## src/rtl/irq_encoder_8x3.sv

```systemverilog
// irq_encoder_8x3: sequential 8-to-3 priority interrupt encoder with valid/ack handshake; IRQ_ENC_EDGE_DETECT_EN selects edge-triggered request capture
module irq_encoder_8x3 (
  input  logic       CLK,
  input  logic       RST_N,
  input  logic       EN,
  input  logic [7:0] REQ,
  input  logic [7:0] MASK_IN,
  input  logic       MASK_WE,
  input  logic       ACK,
  output logic [2:0] CODE,
  output logic       VALID,
  output logic [7:0] PEND
);
  typedef enum logic {IDLE, HOLD} state_t;
  state_t     state;
  logic [7:0] mask;
  logic [7:0] req_set;
  logic [7:0] clr;
  logic [7:0] elig;
  logic [2:0] top;
`ifdef IRQ_ENC_EDGE_DETECT_EN
  logic [7:0] req_q;
  // previous REQ sample so a held line raises pending only on its rising edge
  always_ff @(posedge CLK)
    req_q <= !RST_N ? '0 : REQ;
  assign req_set = REQ & ~req_q;
`else
  assign req_set = REQ;
`endif
  assign elig = PEND & mask;
  assign clr  = (state == HOLD && ACK) ? 8'd1 << CODE : '0;
  // highest eligible index wins; later iterations overwrite lower ones
  always_comb begin
    top = '0;
    for (int i = 0; i < 8; i++)
      if (elig[i]) top = 3'(i);
  end
  // pending accumulates regardless of mask; a same-cycle set beats the ack clear
  always_ff @(posedge CLK)
    PEND <= !RST_N ? '0 : (PEND & ~clr) | req_set;
  // mask takes effect on selection the cycle after it is written
  always_ff @(posedge CLK)
    mask <= !RST_N ? 8'hFF : MASK_WE ? MASK_IN : mask;
  // grant FSM: latch a code in IDLE, freeze it in HOLD until acknowledged
  always_ff @(posedge CLK)
    if (!RST_N) begin
      state <= IDLE;
      CODE  <= '0;
      VALID <= 1'b0;
    end else if (state == IDLE) begin
      if (EN && |elig) begin
        CODE  <= top;
        VALID <= 1'b1;
        state <= HOLD;
      end
    end else if (ACK) begin
      VALID <= 1'b0;
      state <= IDLE;
    end
endmodule

```

## config.mk

```make
export PLATFORM = sky130hd
export DESIGN_NAME = irq_encoder_8x3
export DESIGN_NICKNAME = d
export VERILOG_FILES = /design/src/rtl/irq_encoder_8x3.sv
export SDC_FILE = /design/constraint.sdc
export NUM_CORES = 1
export LEC_CHECK = 0
export CORE_MARGIN = 2
export CORE_UTILIZATION = 45
export DETAILED_ROUTE_END_ITERATION = 8
export GPL_TIMING_DRIVEN = 0
export PLACE_DENSITY = 0.89
export SYNTH_ARGS = -nofsm -noshare
export SYNTH_HDL_FRONTEND = slang
export SYNTH_SLANG_ARGS = --single-unit
```

## constraint.sdc

```tcl
create_clock -name CLK -period 2.2 [get_ports CLK]
set_input_delay 0.22 -clock CLK [delete_from_list [all_inputs] [get_ports CLK]]
set_output_delay 0.22 -clock CLK [all_outputs]
set_load 0.01 [all_outputs]
```

==> results.yml, run 1 <==
route:
  wl_per_cell_um: 12.88
  routed_wl_um: 2010
  vias: 804
  wl_met3_um: 102
  first_iter_violations: 21
  routed_via_density: 5.154
  ant_nets: 0
  met1_length_um: 895
  drc_errors: 0
  drt_pass1_iterations: 4
  wl_met2_um: 937
  dr.max_layer_used: "met4"
cts:
  htreeDepth: 1
  clk_latency_ps: 300
  hold_buffers: 0
  cts_tree: "yes"
  cts_resized: 0
  cts_buffer_depth: 2
  cts_setup_buffers: 0
  clkSinkCount: 21
  cts_made_buffers: 3
  clockRootBuffer: "clkbuf_4"
  clkTransAtPathRegs_ps: 100
sta:
  skew_ps: 3.268
  rsz0062_at_grt: "no"
  fmax_ghz: 0.6319
  timing.hold.ws_ps: 168.6
  period_share: 0.7194
  setup-tns-final_ps: 0
  setup_viol: 0
  final.min_clock_period_ps: 1583
  relSlewSlack: 0.7045
  tightest_slew_ps: 443.3
  hold_viol_final: 0
  final_max_slew_viol_count: 0
global_routing:
  grt.overflow.total: 0
  grt_pass1_wl_um: 3042
  grt_pass1_vias: 758
  grt_usage: 0.1945
  grt_max_degree: 12
  antenna_found_initial: 0
synth:
  syn_inst: 95
  synthDistinctLibCells: 20
  ys_warn_count: 0
  ys_ff_latch: 21
  syn_area_per_cell_um2: 9.285
  synth_area_um2: 882.1
  seq_area_frac_synth: 0.4766
  syn_nets: 116
layout:
  final_common_cell: "clkdlybuf4s50_1"
  register_area_um2: 420.4
  drive_gt1_frac: 0.07752
  multi_input_area_um2: 410.4
  mostFrequentLayoutCells: "clkdlybuf4s50_1, dfxtp_1, nand2_1"
  areaGrowthSynthToFinish_pct: 40.85
  nets: 151
  finalNonFillerCells: 156
  diodes: 0
  fillers: 166
job:
  drv_cap: 0
setup_path:
  r2r-start: "PEND[6]"
  critPathCaptureType: "primary output"
  path_cells: "clkdlybuf4s50_1"
  critPathLaunch: "CODE[0]"
  cp-start-kind: "register"
  cp.arrival_ps: 1360
  crit_buf_inv: 1
  path_class: "register to primary output"
  cp_max_fo: 7
  cp_top_family: "buffers and inverters"
  crit_required_ps: 1980
  cp_slowest_stage_delay_ps: 590
  cp_slowest_cell: "clkdlybuf4s50_1"
hold_path:
  hp-class: "input pin to register"
  hold_start: "RST_N"
floorplanning:
  die_y_um: 48.28
  start_util: 0.4638
  dieWidth_um: 48.28
  core-area_mm2: 0.001902
  ios: 33
  dieArea_mm2: 0.002330
  rows: 16
placement:
  place_congestion: 0.8209
  dp_cells: 152
  dp_hpwl_um: 1598
  portBuffers: 30
power_and_ir_drop:
  pwr_density_cell_mw_per_mm2: 636.6
  vdd_drop_max_mv: 0.3555
  power.leakage_uw: 0.0005157
outcome:
  status: "complete, no violations"
-- per-stage QoR --
step                      cell area, µm²  power (µW)  setup WS [ps]  utilization
after floorplan                    882.1       529.2           1025            -
after global placement              1216       612.9          730.6       0.6395
after detailed placement            1216       619.8          713.1       0.6395
after CTS                           1242       792.7          615.0       0.6533
after global routing                1242       825.2          573.5       0.6533
final                               1242       790.9          617.4       0.6533
-- report_power, final --
group          switching (µW)  internal, µW
Clock                     109          70.8
Sequential               31.7           410
Combinational            71.2          98.8
-- cell families (layout without fill, tap and decap cells) --
kind of cell	after synthesis	after routing	synth area share
AO/OA/AOI/OAI	29	29	0.2553
buffers and inverters	13	47	0.05816
flip-flops	21	21	0.4766
multiplexers	8	8	0.09078
AND/OR/NAND/NOR	24	24	0.1191
-- cell usage after synthesis, drive strengths merged --
cell type / count / area [µm²]
o21ai: 6 / 30.03
a22oi: 4 / 50.05
a21oi: 10 / 50.05
o211ai: 1 / 7.510
nand2b: 3 / 18.77
buf: 2 / 10.01
inv: 10 / 37.54
dfxtp: 21 / 420.4
or2: 1 / 6.260
o31ai: 2 / 15.01
nand2: 14 / 52.55
a41oi: 1 / 27.53
nand3: 1 / 5.000
o211a: 1 / 10.01
mux2i: 8 / 80.08
nor2: 4 / 15.01
clkbuf: 1 / 3.750
or2b: 1 / 7.510
a32oi: 2 / 17.52
a311oi: 2 / 17.52
-- state kept, by name, indices dropped and copies added, names as in the netlist --
signal and flops:
VALID 1, state 1, CODE 3, PEND 8
mask 8
-- final cells by class --
| type | count | area share |
|---|---|---|
| repair buffers | 30 | 0.2417 |
| clock buffers | 4 | 0.02115 |
| plain buffers | 3 | 0.01108 |
| flip-flops and latches | 21 | 0.3384 |
| inverters | 10 | 0.03021 |
| well taps | 27 | 0.02719 |
| multi-input cells | 61 | 0.3303 |
-- path summary, 6_finish.rpt --
check	slack, ps	depth (start not counted)	to
max	620	1	CODE[0]
min	170	2	mask[3]
max reg2reg	930	3	CODE[2]
min reg2reg	510	2	VALID
-- layer usage --
| metal | GRT usage | vias up |
|---|---|---|
| met2 | 0.3421 | 34 |
| li1 | - | 398 |
| met1 | 0.2225 | 365 |
| met4 | 0.1351 | 0 |
| met5 | 0 | - |
| met3 | 0.01111 | 7 |
No activity file was read; power rests on OpenSTA's default activity.
==> run 2, diff against run 1 <==
CORE_UTILIZATION = 42   (was 45)
PLACE_DENSITY = 0.85   (was 0.89)
clock period = 1.64 ns   (was 2.2 ns; I/O delays follow)
==> results.yml, run 2 (synthesized netlist as in run 1, its figures left out) <==
outcome:
  status: "complete, no violations"
sta:
  rsz0062_at_grt: "no"
  tightest_slew_ps: 432.1
  setup-tns-final_ps: 0
  relSlewSlack: 0.7119
  final_max_slew_viol_count: 0
  fmax_ghz: 0.6566
  timing.hold.ws_ps: 115.1
  setup_viol: 0
  final.min_clock_period_ps: 1523
  period_share: 0.9287
  hold_viol_final: 0
  skew_ps: 1.852
floorplanning:
  ios: 33
  rows: 16
  die_y_um: 49.83
  dieArea_mm2: 0.002483
  core-area_mm2: 0.001962
  start_util: 0.4496
  dieWidth_um: 49.83
setup_path:
  cp-start-kind: "register"
  crit_cells: 1
  cp.arrival_ps: 1360
  path_cells: "clkdlybuf4s50_1"
  ff2ff_path_depth: 3
  cp_slowest_cell: "clkdlybuf4s50_1"
  cp_max_fo: 7
  path_class: "register to primary output"
  crit_required_ps: 1480
  crit_buf_inv: 1
  critPathCaptureType: "primary output"
  cp_top_family: "buffers and inverters"
  cp_slowest_stage_delay_ps: 580
cts:
  cts_made_buffers: 3
  cts_tree: "yes"
  clockRootBuffer: "clkbuf_4"
  cts_resized: 0
  cts_buffer_depth: 2
  hold_buffers: 0
  clkSinkCount: 21
  cts_setup_buffers: 0
  clk_latency_ps: 300
  clkTransAtPathRegs_ps: 110
  htreeDepth: 1
layout:
  top_regs: "PEND x8, mask x8, CODE x3"
  finalNonFillerCells: 156
  mostFrequentLayoutCells: "clkdlybuf4s50_1, dfxtp_1, nand2_1"
  drive_gt1_frac: 0.07752
  nets: 151
  final_area_mm2: 0.001242
  diodes: 0
  final_common_cell: "clkdlybuf4s50_1"
  areaGrowthSynthToFinish_pct: 40.85
route:
  ant_nets: 0
  drt_pass1_iterations: 5
  vias: 820
  first_iter_violations: 20
  drc_errors: 0
  wl_per_cell_um: 13.27
  routed_wl_um: 2070
  routed_via_density: 5.256
power_and_ir_drop:
  power_switching_uw: 289.1
  combPwrFrac: 0.213
  vdd_drop_max_mv: 0.6489
  p_seq_frac: 0.556
  power.share.switching: 0.2712
  pwr_density_cell_mw_per_mm2: 858.0
  internal_power_uw: 777.0
  power.clock.fraction: 0.231
  power.leakage_uw: 0.0005157
placement:
  dp_hpwl_um: 1650
  dp_cells: 152
  portBuffers: 30
  place_congestion: 0.8109
  dpl_cell_area_mm2: 0.001216
job:
  drv_cap: 0
global_routing:
  antenna_found_initial: 0
  grt_pass1_vias: 752
  grt.overflow.total: 0
  grt_pass1_wl_um: 3346
  grt_max_degree: 12
  grt_usage: 0.1835
hold_path:
  hold_depth: 2
  hp-class: "input pin to register"
## run 2: layout make-up
class                   instances  area (µm²)
inverters                      10       37.54
clock buffers                   4       26.28
fillers                       183       719.4
plain buffers                   3       13.76
flip-flops and latches         21       420.4
repair buffers                 30       300.3
multi-input cells              61       410.4
well taps                      27       33.78
## run 2: through the flow
step	utilization	setup slack (ps)	power, µW
after CTS	0.6333	112.2	1078
after global placement	0.6199	226.0	823.8
after global routing	0.6333	70.42	1121
final	0.6333	117.0	1066
after floorplan	-	465.5	709.9
after detailed placement	0.6199	208.4	831.7
## run 2: path summary, 6_finish.rpt
path                start      end  slack [ps]
setup / recovery  CODE[1]  CODE[1]         120
hold reg to reg     VALID    VALID         510
hold / removal      RST_N  mask[5]         120
setup reg to reg  PEND[5]  CODE[1]         380
## run 2: power by group through the flow
| stage | combinational, µW | clock (µW) | sequential [µW] |
|---|---|---|---|
| after floorplan | 104 | 0 | 606 |
| after global placement | 221 | 0 | 602 |
| after detailed placement | 229 | 0 | 603 |
| after CTS | 229 | 257 | 591 |
| after global routing | 248 | 275 | 598 |
| final | 227 | 247 | 592 |
## run 2: metal layers
layer  part of all wire  routed length, µm  up-vias  track usage
met4              0.037                 76        0       0.1250
met2               0.46                948       34       0.2800
met5                  0                  0        -            0
li1                   -                  -      399            -
met3              0.053                110        7      0.03030
met1               0.45                934      380       0.2357
